$ cat src/rtl/rst_seq_ctrl.sv
// Reset sequencer: qualifies a synchronised PLL lock, then releases the
// active-low domain resets one at a time, and re-asserts them together on lock loss or software request.
module rst_seq_ctrl #(
  parameter int NUM_DOMAINS = 4,
  parameter int SYNC_STAGES = 2,
  parameter int LOCK_FILTER = 1024,
  parameter int STAGE_DELAY = 256,
  parameter int HOLD_CYCLES = 64
) (
  input  logic                   CLK_IN,
  input  logic                   nRST,
  input  logic                   pll_locked,
  input  logic                   sw_reset_req,
  output logic [NUM_DOMAINS-1:0] rst_n,
  output logic                   seq_done,
  output logic [2:0]             state
);

  localparam int FW = $clog2(LOCK_FILTER + 1);
  localparam int SW = $clog2(STAGE_DELAY + 1);
  localparam int HW = $clog2(HOLD_CYCLES + 1);
  localparam int IW = (NUM_DOMAINS > 1) ? $clog2(NUM_DOMAINS) : 1;

  localparam logic [FW-1:0] FLT_DONE  = FW'(LOCK_FILTER);
  localparam logic [SW-1:0] STG_LAST  = SW'(STAGE_DELAY - 1);
  localparam logic [HW-1:0] HOLD_LAST = HW'(HOLD_CYCLES - 1);
  localparam logic [IW-1:0] IDX_LAST  = IW'(NUM_DOMAINS - 1);

  typedef enum logic [2:0] {
    S_WAIT_LOCK = 3'd0,
    S_FILTER    = 3'd1,
    S_RELEASE   = 3'd2,
    S_RUN       = 3'd3,
    S_HOLD      = 3'd4
  } state_t;

  logic [SYNC_STAGES-1:0] r_sync;
  logic                   w_lock_s;

  state_t                 r_state;
  state_t                 w_state_nxt;
  logic [FW-1:0]          r_flt_cnt;
  logic [FW-1:0]          w_flt_nxt;
  logic [SW-1:0]          r_stg_cnt;
  logic [SW-1:0]          w_stg_nxt;
  logic [HW-1:0]          r_hold_cnt;
  logic [HW-1:0]          w_hold_nxt;
  logic [IW-1:0]          r_idx;
  logic [IW-1:0]          w_idx_nxt;
  logic [NUM_DOMAINS-1:0] r_rst_n;
  logic [NUM_DOMAINS-1:0] w_rst_nxt;
  logic                   r_done;
  logic                   w_done_nxt;

  // Lock synchroniser: the FSM only ever looks at the last stage.
  always_ff @(posedge CLK_IN or negedge nRST) begin
    if (!nRST) begin
      r_sync <= '0;
    end else begin
      r_sync <= {r_sync[SYNC_STAGES-2:0], pll_locked};
    end
  end

  assign w_lock_s = r_sync[SYNC_STAGES-1];

  // Next-state, counter and output-register logic.
  always_comb begin
    w_state_nxt = r_state;
    w_flt_nxt   = r_flt_cnt;
    w_stg_nxt   = r_stg_cnt;
    w_hold_nxt  = r_hold_cnt;
    w_idx_nxt   = r_idx;
    w_rst_nxt   = r_rst_n;
    w_done_nxt  = r_done;

    case (r_state)
      S_WAIT_LOCK: begin
        w_rst_nxt  = '0;
        w_done_nxt = 1'b0;
        w_stg_nxt  = '0;
        w_hold_nxt = '0;
        w_idx_nxt  = '0;
        if (w_lock_s) begin
          w_state_nxt = S_FILTER;
          w_flt_nxt   = FW'(1);
        end else begin
          w_state_nxt = S_WAIT_LOCK;
          w_flt_nxt   = '0;
        end
      end

      S_FILTER: begin
        w_rst_nxt  = '0;
        w_done_nxt = 1'b0;
        if (!w_lock_s) begin
          w_state_nxt = S_WAIT_LOCK;
          w_flt_nxt   = '0;
        end else if (r_flt_cnt == FLT_DONE) begin
          w_rst_nxt[0] = 1'b1;
          w_flt_nxt    = '0;
          w_stg_nxt    = '0;
          w_idx_nxt    = IW'(1);
          if (NUM_DOMAINS == 1) begin
            w_state_nxt = S_RUN;
            w_done_nxt  = 1'b1;
          end else begin
            w_state_nxt = S_RELEASE;
          end
        end else begin
          w_flt_nxt = r_flt_cnt + FW'(1);
        end
      end

      S_RELEASE: begin
        if (!w_lock_s) begin
          w_state_nxt = S_WAIT_LOCK;
          w_rst_nxt   = '0;
          w_done_nxt  = 1'b0;
          w_stg_nxt   = '0;
          w_idx_nxt   = '0;
        end else if (sw_reset_req) begin
          w_state_nxt = S_HOLD;
          w_rst_nxt   = '0;
          w_done_nxt  = 1'b0;
          w_stg_nxt   = '0;
          w_idx_nxt   = '0;
          w_hold_nxt  = '0;
        end else if (r_stg_cnt == STG_LAST) begin
          w_rst_nxt[r_idx] = 1'b1;
          w_stg_nxt        = '0;
          if (r_idx == IDX_LAST) begin
            w_state_nxt = S_RUN;
            w_done_nxt  = 1'b1;
            w_idx_nxt   = '0;
          end else begin
            w_idx_nxt = r_idx + IW'(1);
          end
        end else begin
          w_stg_nxt = r_stg_cnt + SW'(1);
        end
      end

      S_RUN: begin
        if (!w_lock_s) begin
          w_state_nxt = S_WAIT_LOCK;
          w_rst_nxt   = '0;
          w_done_nxt  = 1'b0;
        end else if (sw_reset_req) begin
          w_state_nxt = S_HOLD;
          w_rst_nxt   = '0;
          w_done_nxt  = 1'b0;
          w_hold_nxt  = '0;
        end else begin
          w_rst_nxt  = '1;
          w_done_nxt = 1'b1;
        end
      end

      S_HOLD: begin
        w_rst_nxt  = '0;
        w_done_nxt = 1'b0;
        if (!w_lock_s) begin
          w_state_nxt = S_WAIT_LOCK;
          w_hold_nxt  = '0;
          w_flt_nxt   = '0;
        end else if (r_hold_cnt == HOLD_LAST) begin
          // The exit edge itself sampled lock high, so it is the first
          // qualifying cycle; release then lands LOCK_FILTER edges later.
          w_state_nxt = S_FILTER;
          w_hold_nxt  = '0;
          w_flt_nxt   = FW'(1);
        end else begin
          w_hold_nxt = r_hold_cnt + HW'(1);
        end
      end

      default: begin
        w_state_nxt = S_WAIT_LOCK;
        w_flt_nxt   = '0;
        w_stg_nxt   = '0;
        w_hold_nxt  = '0;
        w_idx_nxt   = '0;
        w_rst_nxt   = '0;
        w_done_nxt  = 1'b0;
      end
    endcase
  end

  // State, counters and registered outputs.
  always_ff @(posedge CLK_IN or negedge nRST) begin
    if (!nRST) begin
      r_state    <= S_WAIT_LOCK;
      r_flt_cnt  <= '0;
      r_stg_cnt  <= '0;
      r_hold_cnt <= '0;
      r_idx      <= '0;
      r_rst_n    <= '0;
      r_done     <= 1'b0;
    end else begin
      r_state    <= w_state_nxt;
      r_flt_cnt  <= w_flt_nxt;
      r_stg_cnt  <= w_stg_nxt;
      r_hold_cnt <= w_hold_nxt;
      r_idx      <= w_idx_nxt;
      r_rst_n    <= w_rst_nxt;
      r_done     <= w_done_nxt;
    end
  end

  assign rst_n    = r_rst_n;
  assign seq_done = r_done;
  assign state    = r_state;

endmodule

$ cat config.mk
export PLATFORM = sky130hd
export DESIGN_NAME = rst_seq_ctrl
export DESIGN_NICKNAME = d
export VERILOG_FILES = /design/src/rtl/rst_seq_ctrl.sv
export SDC_FILE = /design/constraint.sdc
export NUM_CORES = 1
export LEC_CHECK = 0
export CAP_MARGIN = 10
export CORE_MARGIN = 2
export CORE_UTILIZATION = 45
export DETAILED_ROUTE_END_ITERATION = 10
export HOLD_SLACK_MARGIN = 0.08
export SYNTH_ARGS = -nofsm -noshare
export SYNTH_HDL_FRONTEND = slang
export SYNTH_SLANG_ARGS = --single-unit
$ cat constraint.sdc
create_clock -name CLK_IN -period 4.6 [get_ports CLK_IN]
set_input_delay 0.92 -clock CLK_IN [delete_from_list [all_inputs] [get_ports CLK_IN]]
set_output_delay 0.92 -clock CLK_IN [all_outputs]
set_load 0.005 [all_outputs]
==> results of run 1 <==
[cell usage in the layout (no fill, tap or decap), drive strengths merged, types with 2 or more instances in the layout]
| cell type | count |
|---|---|
| nor3b | 2 |
| nor3 | 5 |
| inv | 12 |
| o21ai | 32 |
| nor2 | 18 |
| clkdlybuf4s50 | 10 |
| clkbuf | 6 |
| ha | 8 |
| a31oi | 7 |
| a22o | 4 |
| nand4 | 3 |
| nor2b | 2 |
| o41ai | 4 |
| dfrtp | 39 |
| or3 | 2 |
| or4b | 2 |
| o32a | 2 |
| a21oi | 12 |
| o31ai | 6 |
| nand2b | 4 |
| nand2 | 18 |
| nand3 | 11 |
| a21o | 2 |
| or2 | 3 |
| xor2 | 2 |
[power by group through the flow]
stage / Clock [mW] / Sequential (mW) / Combinational (mW)
floorplan: 0 / 0.398 / 0.231
global placement: 0 / 0.424 / 0.270
detailed placement: 0 / 0.425 / 0.277
CTS: 0.302 / 0.419 / 0.279
global route: 0.313 / 0.426 / 0.312
finish: 0.295 / 0.419 / 0.276
[through the flow]
stage	cells	setup slack [ps]	utilization	instance area, µm²
2_1_floorplan	218	2360	-	2080
3_3_place_gp	273	1610	0.499	2200
3_5_place_dp	273	1440	0.499	2200
4_1_cts	281	1780	0.525	2320
5_1_grt	281	1600	0.525	2320
6_report	281	1790	0.525	2320
[sequential cells by signal, summed over array words and instances (netlist names)]
| register | count |
|---|---|
| r_flt_cnt | 11 |
| seq_done | 1 |
| r_stg_cnt | 9 |
| rst_n | 4 |
| r_sync | 2 |
| state | 3 |
| r_idx | 2 |
| r_hold_cnt | 7 |
[critical path, stage by stage]
cell and delay (ps):
clkdlybuf4s50_1 440, nand4bb_1 380, nand2b_1 420, nor2_2 550, a21oi_1 130, o21ai_0 190
[metal layers]
metal | GRT usage | share of wire
met1 | 0.242 | 0.47
met2 | 0.285 | 0.47
met3 | 0.0472 | 0.050
met4 | 0.0671 | 0.017
met5 | 0 | 0
[path summary, 6_finish.rpt]
kind / startpoint / to / slack [ps]
max: sw_reset_req / r_stg_cnt[7] / 1790
max in group asynchronous: nRST / r_flt_cnt[10] / 3330
min: r_sync[0] / r_sync[1] / 350
min reg2reg: r_sync[0] / r_sync[1] / 350
min in group asynchronous: nRST / r_stg_cnt[1] / 730
max reg2reg: r_hold_cnt[0] / r_flt_cnt[10] / 2160
[cell families after synthesis]
kind of cell,Yosys count,synth area share
and+or+nand+nor,75,0.189
AOI/OAI and AO/OA,74,0.240
DFF,39,0.470
buffers and inverters,20,0.0440
adders and majority gates,8,0.0482
xor gates and xnor gates,2,0.00844
[area by class of cell]
cell class / instances / share of cell area
clock buffers: 6 / 0.0356
multi-input cells: 159 / 0.436
repair buffers: 11 / 0.0453
flip-flops and latches: 39 / 0.421
well taps: 52 / 0.0281
clock inverters: 2 / 0.0151
inverters: 12 / 0.0194
==> impl_metrics.ini, run 1 <==
[global_routing]
antenna_found_initial = 0
grt_remaining_overflow = 0
grt_first_pass_wirelength_um = 7350
grt_max_degree = 40
first_global_vias = 1561
grtUsageTotal = 0.181

[sta]
final_hold_viol_count = 0
period_needed_ps = 2810
tightest_slew_ps = 947
maxSlewViolCount = 0
skew_ps = 10.5
fmax_mhz = 355
fin_crit_sh = 0.612
setup_tns_ps = 0
rsz0062_at_grt = false
hold_ws_ps = 353
maxSlewHeadroom = 0.359
setup_viol = 0

[die]
ios = 12
die_x_um = 71.9
coreArea_mm2 = 0.00441
fp.dieH_um = 71.9
num_rows = 24
die_area_mm2 = 0.00517
initial_core_util = 0.471

[finish]
final_nets = 240
num_antenna_cells = 0
drive_above_1_share = 0.0917
fillers = 397
multiInputGateArea_mm2 = 0.00101
syn2layout_area_growth_pct = 11.6
final-seq-area_um2 = 976

[pwr]
max-vdd-ir-drop_uv = 163
leakage_nw = 0.975
power_mw = 0.990
p_comb_frac = 0.279
power_frac_seq = 0.423
clock_power_share = 0.298
p_sw_frac = 0.334
p_switching_mw = 0.331
powerDensity_mw_per_mm2 = 427
p_int_mw = 0.659

[clock_network]
ctsResizeCount = 0
post_cts_buffers = 0
cts_root_buf = clkbuf_8
cts_sinks = 39
tritoncts = built
numCtsBuffers = 5
clk_latency_ps = 290
cts_max_path_buffers = 2
htreeDepth = 2
clk_pin_slew_worst_paths_ps = 80
hold_buffers = 0

[yosys]
synth.avg_cell_area_um2 = 9.53
yosysUniqueCellTypes = 43
syn_inst = 218
synth-edff-count = 0
seq_area_frac_synth = 0.470
synthTopCellsByArea = dfrtp_1, o21ai_0, ha_1
synth.most_common_cell = dfrtp_1
synth_top_cell_by_area = dfrtp_1
syn_area_mm2 = 0.00208
synth_ff_type = dfrtp_1
yosys-top-cells-count = dfrtp_1, o21ai_0, nand2_1
ys_ff_latch = 39
yosys_warnings = 0
synthArstFlopShare = 1.00
synth_fp_nets = 230
synth_top_area_frac = 0.470

[hold_path]
hold_path_class = flip-flop to flip-flop
min_delay_path_depth = 0

[detailed_routing]
routed_wl_um = 4240
drt_iter0_drc = 105
vias_per_cell = 6.11
drc_errors = 0
wl_per_cell_um = 15.1
vias = 1716
drtAntennaViolNets = 0
drtPass1Iterations = 4

[job]
maxCapViolCount = 0

[run_status]
status = finished, final reports clean

[placed_design]
port_buffers = 11
dpl.hpwl_um = 3090
gp_congestion = 0.819

[worst_setup_path]
cp.required_ps = 4810
crit_fanout = 14
critPathArrivalTime_ps = 3030
worst-r2r-cell-count = 6
end_kind = flip-flop
crit_type = primary input to flip-flop
worst_setup_path_start_kind = primary input
No activity file was read; power rests on OpenSTA's default activity.
==> run 2, diff against run 1 <==
clock period = 2.8 ns   (was 4.6 ns; I/O delays follow)
==> impl_metrics.ini, run 2 (synthesis results as in run 1) <==
[sta]
final_hold_viol_count = 0
period_needed_ps = 2240
setup_tns_ps = 0
setup_slack_ps = 559
skew_ps = 6.84
fin_crit_sh = 0.800
setup_viol = 0
maxSlewViolCount = 0
fmax_mhz = 446
rsz0062_at_grt = false
tightest_slew_ps = 871
maxSlewHeadroom = 0.419

[worst_setup_path]
worst_setup_path_start_kind = primary input
crit_fanout = 14
critPathArrivalTime_ps = 2440
end_kind = flip-flop
crit_type = primary input to flip-flop
worst-r2r-cell-count = 7
cp.required_ps = 3000
r2r_start = r_flt_cnt[0]
cp-startpoint = sw_reset_req

[placed_design]
port_buffers = 11
gp_congestion = 0.828
dpl.hpwl_um = 3220
place_ws_ps = 302

[global_routing]
grt_remaining_overflow = 0
first_global_vias = 1635
grt_first_pass_wirelength_um = 7720
grt_max_degree = 40
grtUsageTotal = 0.190
antenna_found_initial = 0

[detailed_routing]
drtAntennaViolNets = 0
vias = 1686
routed_wl_um = 4450
drtPass1Iterations = 4
wl_per_cell_um = 15.6
vias_per_cell = 5.90
drc_errors = 0
drt_iter0_drc = 90

[run_status]
status = finished, final reports clean

[finish]
largest_reg_flops = 11
regMostFlops = r_flt_cnt
layout_common_cells = dfrtp_1, o21ai_0, nand2_1
final_nets = 245
fin_util = 0.534
reg_top3 = r_flt_cnt: 11 flops, r_stg_cnt: 9 flops, r_hold_cnt: 7 flops
drive_above_1_share = 0.111
num_antenna_cells = 0
syn2layout_area_growth_pct = 13.4
layout.cells.most_common = dfrtp_1

[clock_network]
clk_pin_slew_worst_paths_ps = 80
htreeDepth = 2
hold_buffers = 0
numCtsBuffers = 5
cts_sinks = 39
ctsResizeCount = 0
tritoncts = built
post_cts_buffers = 0
clk_latency_ps = 290
cts_max_path_buffers = 2
cts_root_buf = clkbuf_8

[hold_path]
hold_path_class = flip-flop to flip-flop
hp-start = r_sync[0]
min_delay_path_depth = 0

[die]
num_rows = 24
coreArea_mm2 = 0.00441
die_area_mm2 = 0.00517
fp.dieH_um = 71.9
initial_core_util = 0.471
ios = 12
die_x_um = 71.9

[job]
maxCapViolCount = 0

[pwr]
leakage_nw = 0.998
power_mw = 1.67
powerDensity_mw_per_mm2 = 707
max-vdd-ir-drop_uv = 343
==> run 2: worst paths after layout <==
check / end / slack, ps
setup / recovery: r_stg_cnt[7] / 560
hold / removal: r_sync[1] / 360
setup reg to reg: r_stg_cnt[4] / 580
hold reg to reg: r_sync[1] / 360
max in group asynchronous: r_idx[0] / 1870
min in group asynchronous: r_idx[1] / 390
==> run 2: layout make-up <==
cell class	count	area, µm²
repair buffers	16	143
multi-input cells	159	1010
flip-flops and latches	39	976
fillers	414	2060
clock inverters	2	35.0
inverters	12	45.0
clock buffers	6	82.6
well taps	52	65.1
==> run 2: per-layer routing <==
layer / up-vias / share of wire / GRT usage
met5: - / 0 / 0
met4: 0 / 0.0058 / 0.0671
met3: 2 / 0.030 / 0.0375
met2: 29 / 0.50 / 0.315
met1: 832 / 0.46 / 0.248
li1: 823 / - / -
==> run 2: critical path, stage by stage <==
cell and delay (ps):
clkdlybuf4s50_1 460, nand4bb_1 210, nand2b_1 340, nor2_2 570
a21oi_1 120, o21ai_0 170
==> run 2: report_power, final <==
| group | switching (mW) | internal (mW) |
|---|---|---|
| combinational | 0.298 | 0.215 |
| clock | 0.194 | 0.288 |
| sequential | 0.0618 | 0.609 |
==> run 2: stage by stage <==
step,instance area (µm²),std cells,hold WS (ps)
floorplan,2080,218,264
global placement,2240,278,334
detailed placement,2240,278,340
CTS,2360,286,358
global route,2360,286,376
finish,2360,286,355
==> run 3, diff against run 2 <==
PLACE_DENSITY = 0.65   (was not set)
clock period = 1.8 ns   (was 2.8 ns; I/O delays follow)
==> impl_metrics.ini, run 3 (synthesis results as in run 1) <==
[placed_design]
dpl.hpwl_um = 3180
gp_congestion = 0.810
place_ws_ps = -261
port_buffers = 11
dp.cells = 314

[pwr]
max-vdd-ir-drop_uv = 655
p_comb_frac = 0.425
p_int_mw = 1.89
powerDensity_mw_per_mm2 = 1040
clock_power_share = 0.227
p_sw_frac = 0.343
power_mw = 2.88
p_switching_mw = 0.988
leakage_nw = 1.21
power_frac_seq = 0.348

[detailed_routing]
drt_iter0_drc = 134
wl_met3_um = 202
vias = 1791
drc_errors = 0
drtPass1Iterations = 4
vias_per_cell = 5.46
drtAntennaViolNets = 0
wirelength_met1_um = 2340
wl_per_cell_um = 14.0
met2_wirelength_um = 1980
routed_wl_um = 4600
top_layer_used = met4

[clock_network]
clk_pin_slew_worst_paths_ps = 70
tritoncts = built
numCtsBuffers = 5
cts_root_buf = clkbuf_8
clk_latency_ps = 290
htreeDepth = 2
cts_sinks = 39
cts_max_path_buffers = 2

[finish]
regMostFlops = r_flt_cnt
final_nets = 287
drive_above_1_share = 0.279
layout.cells.most_common = buf_4
layout_common_cells = buf_4, dfrtp_1, nand2_1
largest_reg_flops = 11
num_antenna_cells = 0
syn2layout_area_growth_pct = 33.3
stdcell_count = 328
reg_top3 = r_flt_cnt: 11 flops, r_stg_cnt: 9 flops, r_hold_cnt: 7 flops

[worst_setup_path]
critPathArrivalTime_ps = 2150
path_buf_inv = 2
cp.required_ps = 1980
crit_family = compound AO/OA/AOI/OAI gates
crit_slowest_cell = or4b_4
end_kind = flip-flop
crit_type = flip-flop to flip-flop
crit_fanout = 6
cp_slowest_stage_delay_ps = 470
worst_setup_path_start_kind = flip-flop
cp_cell_sequence = inv_2 -> ha_4 -> or4b_4 -> o41ai_4 -> buf_4 -> o21ai_4 -> a21o_1 -> a22o_1

[global_routing]
antenna_found_initial = 0
first_global_vias = 1761
grt_first_pass_wirelength_um = 8070
grt_max_degree = 23
grt_remaining_overflow = 0
grtUsageTotal = 0.199

[die]
die_area_mm2 = 0.00517
num_rows = 24
initial_core_util = 0.471
die_x_um = 71.9
ios = 12
coreArea_mm2 = 0.00441
fp.dieH_um = 71.9

[sta]
maxSlewViolCount = 0
fin_crit_sh = 1.09
setup_tns_ps = -2180
rsz0062_at_grt = true
setup_viol = 21
tightest_slew_ps = 480
maxSlewHeadroom = 0.680
final_hold_viol_count = 0
hold_ws_ps = 350
setup_slack_ps = -167
skew_ps = 7.81
fmax_mhz = 508
period_needed_ps = 1970

[run_status]
status = complete, but fails checks
violations = negative setup slack

[hold_path]
hold_path_class = flip-flop to flip-flop

[job]
maxCapViolCount = 0
run 3: cell types whose count changed in the layout (fill, tap and decap cells not counted), sizes merged:
| cell | previous run | this run |
|---|---|---|
| buf | 6 | 46 |
| bufinv | 1 | 0 |
| clkbuf | 6 | 8 |
| clkinv | 1 | 0 |
| dlygate4sd3 | 0 | 1 |
| o21ai | 32 | 33 |
run 3: repair_timing:
| action | 4_1_cts | 5_1_grt |
|---|---|---|
| cloned | 1 | 0 |
| pin swaps | 3 | 3 |
| endpoints found under the hold margin | 20 | 0 |
| gates resized for setup | 15 | 12 |
| setup buffers | 4 | 0 |
| setup endpoints to repair | 23 | 29 |
| hold buffers | 1 | 0 |
run 3: final cells by class:
class / count / area [µm²]
Tap cell: 52 / 65.1
Clock buffer: 8 / 100
Timing Repair Buffer: 57 / 460
Sequential cell: 39 / 976
Inverter: 12 / 45.0
Multi-Input combinational cell: 160 / 1120
Fill cell: 361 / 1650
run 3: final timing paths:
check,start,cells after the start,slack (ps),endpoint
max,r_flt_cnt[1],8,-170,r_stg_cnt[3]
min,r_sync[0],0,350,r_sync[1]
max reg2reg,r_flt_cnt[1],8,-170,r_stg_cnt[3]
min reg2reg,r_sync[0],0,350,r_sync[1]
max in group asynchronous,nRST,3,650,r_stg_cnt[2]
min in group asynchronous,nRST,2,550,r_flt_cnt[4]
run 3: per-layer routing:
metal | track usage | vias up
met5 | 0 | -
met1 | 0.293 | 827
met3 | 0.0389 | 7
met2 | 0.293 | 41
met4 | 0.0755 | 0
li1 | - | 916
run 3: power by group through the flow:
stage	clock [mW]	combinational, mW	sequential (mW)
finish	0.652	1.22	1.00
global route	0.715	1.36	1.01
CTS	0.668	1.19	0.999
detailed placement	0	1.05	1.01
global placement	0	1.02	1.01
floorplan	0	0.606	1.02
run 3: worst reg2reg max path, cell delays in order (launching register included):
cell	delay (ps)
dfrtp_1	390
inv_2	80
ha_4	120
or4b_4	470
o41ai_4	210
buf_4	190
o21ai_4	80
a21o_1	160
a22o_1	170
run 3: stage by stage:
step | instance area (µm²) | utilization
2_1_floorplan | 2090 | -
3_3_place_gp | 2520 | 0.571
3_5_place_dp | 2520 | 0.571
4_1_cts | 2730 | 0.618
5_1_grt | 2770 | 0.627
6_report | 2770 | 0.627
==> RTL edit 1 (settings of run 1) <==
Register the input `pll_locked` before use, with the module's reset. The logic sees it one clock later.
--- a/src/rtl/rst_seq_ctrl.sv
+++ b/src/rtl/rst_seq_ctrl.sv
@@ -34,6 +34,16 @@
     S_HOLD      = 3'd4
   } state_t;
 
+  logic pll_locked_q;
+
+  always_ff @(posedge CLK_IN or negedge nRST) begin
+    if (!nRST) begin
+      pll_locked_q <= '0;
+    end else begin
+      pll_locked_q <= pll_locked;
+    end
+  end
+
   logic [SYNC_STAGES-1:0] r_sync;
   logic                   w_lock_s;
 
@@ -57,7 +67,7 @@
     if (!nRST) begin
       r_sync <= '0;
     end else begin
-      r_sync <= {r_sync[SYNC_STAGES-2:0], pll_locked};
+      r_sync <= {r_sync[SYNC_STAGES-2:0], pll_locked_q};
     end
   end
 
Function: changed (a bounded check fails within 4 cycles, from zero or initial values and one cycle with nRST low).
==> RTL edit 1 against run 1 <==
  * Core utilization decreased by 0.98 points
  * Clock skew is essentially flat
  * Sequential share of layout area fell by 0.71 points
  * Clock power decreased by 4%
  * Synthesized area rose by 5.0%
  * Synthesized cell count decreased by 4.6%
  * Worst setup slack better by 0.21 ns
  * Cell area increased by 4.3%
  * Hold slack improved by 0.0026 ns
  * First-iteration DRC count increased by 20%
  * Power up 6.9%
  * Sequential cell count grew 1
  * Final cell count decreased by 2.1%
  * Routed wire length up 6.1%
  * Highest routed layer unchanged
==> RTL edit 1: results (changes against run 1) <==
metric,value,unit,change
run status,"complete, no violations",,
Worst R2R Setup Slack,2.09,ns,-0.07 ns
critical path peak fanout,9,,-5
total met2 wirelength after detailed routing,2043,microns,+3.4%
weighted congestion reported at the end of routability-driven placement,0.8111,,-0.98%
peak supply drop,0.2203,mV,+35%
overall global routing resource usage,0.1931,,+0.01216
met3 layer usage reported by global route,0.05075,,+0.003532
worst hold margin,0.3552,ns,+0.002576 ns
average via count per standard cell,6.091,,-0.26%
number of different library cells in the post-synthesis netlist,50,,+16%
total number of multi-input combinational cells,151,,-5.0%
data arrival time at the worst-slack endpoint,2.79,ns,-0.24 ns
combinational group power,0.319,mW,+16%
share of total power in sequential cells,0.431,,+0.008
Syn-to-layout area delta,10.90,%,
largest net degree at the start of global routing,41,,+2.5%
share of layout cells above drive strength 1,0.08597,,-0.005730
area of the multi-input gates,1096,sq um,+8.5%
critical-path cell with the highest stage delay,sky130_fd_sc_hd__nand4bb_1,,
portion of the layout cell area used by non-clock buffers,0.04346,,-0.001876
adder-cell area share of the yosys netlist,0.04590,,-0.002295
Worst Reg2Reg Path Length in Cells,4,,-2
pre-CTS worst setup slack,1.779,ns,+0.3438 ns
clock-cell share of area,0.04449,,-0.006238
final WL,4500,microns,+6.1%
HPWL after detailed placement,3099,microns,+0.40%
RTL edit 1: cell types whose count changed in the layout (fill, tap and decap cells not counted), sizes merged, moves of 3 or more:
cell,run 1,this run
o31ai,6,1
mux2i,0,4
o21ai,32,11
nor2,18,13
and3,1,5
a211o,0,4
o41ai,4,0
a31oi,7,10
RTL edit 1: worst max path at each step:
stage	from	endpoint	slack, ns	cells past startpoint
6_report	sw_reset_req	r_stg_cnt[3]	2.00	5
5_1_grt	state[0]	r_flt_cnt[2]	1.80	4
4_1_cts	state[0]	state[0]	2.03	1
3_5_place_dp	sw_reset_req	r_stg_cnt[3]	1.78	5
3_3_place_gp	sw_reset_req	r_idx[1]	1.85	5
2_1_floorplan	sw_reset_req	r_idx[0]	2.70	5
RTL edit 1: worst reg2reg max path, delay by kind of cell, from the launching register on:
kind            cells  cell delay [ns]
compound gates      2             1.08
flops               1             0.60
simple gates        2             0.72
==> RTL edit 2 (config.mk and constraints of run 1) <==
Without the edit above. Change the parameter `STAGE_DELAY` from 256 to 128.
--- a/src/rtl/rst_seq_ctrl.sv
+++ b/src/rtl/rst_seq_ctrl.sv
@@ -4,7 +4,7 @@
   parameter int NUM_DOMAINS = 4,
   parameter int SYNC_STAGES = 2,
   parameter int LOCK_FILTER = 1024,
-  parameter int STAGE_DELAY = 256,
+  parameter int STAGE_DELAY = 128,
   parameter int HOLD_CYCLES = 64
 ) (
   input  logic                   CLK_IN,
Check against the original RTL: same outputs for any inputs over 10 cycles, from zero or initial values and one cycle with nRST low; that may be too few to reach the edited logic, so the function may still have changed.
==> RTL edit 2 against run 1 <==
  * Sequential cell count fell by 1
  * Die area rose by 2.2%
  * Largest cell class unchanged
  * Count of clock-buffer cells in the layout did not move
  * Cell area rose by 3.5%
  * Routed wire length rose by 2.3%
  * Worst setup slack improved by 0.10 ns
  * Synthesized area rose by 2.3%
Power is not compared: it rests on default switching activity, and its combinational part moved more than twofold at a synthesized area within 25%.
==> RTL edit 2: results (changes against run 1) <==
metric,value,unit,change
leading register cell type out of synthesis,sky130_fd_sc_hd__dfrtp_1,,
Buffers on Ports,11,,unchanged
biggest registers after layout,"r_flt_cnt (11), r_stg_cnt (8), r_hold_cnt (7)",,
global-route met2 utilization,0.2778,,-0.007202
post-detailed-placement cell area,2257,sq um,+2.6%
adder-cell area share of the yosys netlist,0.04709,,-0.001106
number of resized instances in the post-cts repair step,0,,unchanged
Clock Tree Root,sky130_fd_sc_hd__clkbuf_8,,
worst stage delay on the critical path,0.46,ns,-0.09 ns
share of synthesized area spent on multiplexers,0.03473,,+0.03473
met3 layer usage reported by global route,0.03729,,-0.009929
initial antenna violation count,0,,unchanged
class of the tightest hold or removal check,flop to flop,,
share of layout cells above drive strength 1,0.1116,,+0.01990
data arrival time at the worst-slack endpoint,2.90,ns,-0.13 ns
internal power of the cells,0.6098,mW,
Synthesized Nets,224,,-2.6%
overall global routing resource usage,0.1817,,+0.0008371
vias in the first global route,1604,,+2.8%
critical path peak fanout,16,,+2
per-cell routed wire length,15.62,microns,+3.4%
TritonCTS buffer count,5,,unchanged
GRT met1 Usage,0.2516,,+0.009702
setup fix buffers added after clock tree synthesis,0,,unchanged
"Reg clk slew, reported paths",0.08,ns,about the same
top cells by instance count after synthesis,"38 x sky130_fd_sc_hd__dfrtp_1, 14 x sky130_fd_sc_hd__nand3_1, 13 x sky130_fd_sc_hd__nor2_1, 12 x sky130_fd_sc_hd__a31oi_1, 11 x sky130_fd_sc_hd__o21ai_0",,
run status,"complete, no violations",,
initial DRC count,78,,-26%
weighted congestion reported at the end of routability-driven placement,0.7881,,-3.8%
number of different library cells in the post-synthesis netlist,49,,+14%
peak supply drop,0.2033,mV,
number of buffers between clock root and the deepest sink,2,,unchanged
maximum level of the CTS H-tree,2,,unchanged
count of yosys warnings during synthesis,0,,unchanged
wire length of the first global-routing pass,7479,microns,+1.8%
largest net degree at the start of global routing,39,,-2.5%
remaining max-slew budget at the tightest pin,0.4311,,+0.07250
clock latency on the worst-skew pair,0.29,ns,about the same
complex-gate fraction of the synthesized area,0.1966,,-0.04378
HPWL after detailed placement,3005,microns,-2.7%
xor/xnor cell area share of the yosys netlist,0.008240,,-0.0001936
Nets,235,,-2.1%
ant diodes,0,,unchanged
average via count per standard cell,5.939,,-2.7%
static leakage power,1.046,nW,
Crit path max-delay family,simple AND/OR/NAND/NOR gates,,
critical-path cell with the highest stage delay,sky130_fd_sc_hd__clkdlybuf4s50_1,,
top area cells in the synthesized netlist,"sky130_fd_sc_hd__dfrtp_1 45%, sky130_fd_sc_hd__ha_1 4.7%, sky130_fd_sc_hd__a31oi_1 3.5%, sky130_fd_sc_hd__nand3_1 3.3%, sky130_fd_sc_hd__o21ai_0 2.6%",,
Post-synth ARST share,1.000,,unchanged
maximum clock skew at final layout,0.008061,ns,-0.002433 ns
number of iterations in the first detailed-routing pass,4,,unchanged
sequential cell area fraction in the yosys report,0.4473,,-0.02256
[RTL edit 2: layout make-up]
cell class / count / area, sq um
fillers: 450 / 2230
inverters: 10 / 37.54
multi-input cells: 155 / 1081
flip-flops and latches: 38 / 950.9
well taps: 54 / 67.56
clock buffers: 6 / 82.58
repair buffers: 13 / 120.1
clock inverters: 2 / 60.06
[RTL edit 2: power by group through the flow]
stage | logic (mW) | clock network, mW | registers, mW
floorplan | 0.0655 | 0 | 0.359
global placement | 0.0799 | 0 | 0.367
detailed placement | 0.0837 | 0 | 0.367
CTS | 0.0845 | 0.356 | 0.361
global route | 0.0945 | 0.369 | 0.364
finish | 0.0831 | 0.349 | 0.362
[RTL edit 2: final timing paths]
check	from	to	slack (ns)	cells past startpoint
max	sw_reset_req	seq_done	1.89	6
min	r_sync[0]	r_sync[1]	0.36	0
max reg2reg	state[1]	seq_done	2.43	5
min reg2reg	r_sync[0]	r_sync[1]	0.36	0
max in group asynchronous	nRST	r_sync[1]	3.33	1
min in group asynchronous	nRST	r_stg_cnt[5]	0.73	1
[RTL edit 2: layer usage]
layer,part of all wire,vias to the layer above
li1,-,812
met1,0.50,808
met2,0.46,24
met3,0.030,7
met4,0.014,0
met5,0,-
[RTL edit 2: through the flow]
stage | worst slack (ns) | cells | power (mW) | util
floorplan | 2.409 | 212 | 0.4244 | -
global placement | 1.612 | 270 | 0.4465 | 0.4876
detailed placement | 1.600 | 270 | 0.4512 | 0.4876
CTS | 1.897 | 278 | 0.8015 | 0.5184
global route | 1.761 | 278 | 0.8270 | 0.5184
finish | 1.887 | 278 | 0.7942 | 0.5184
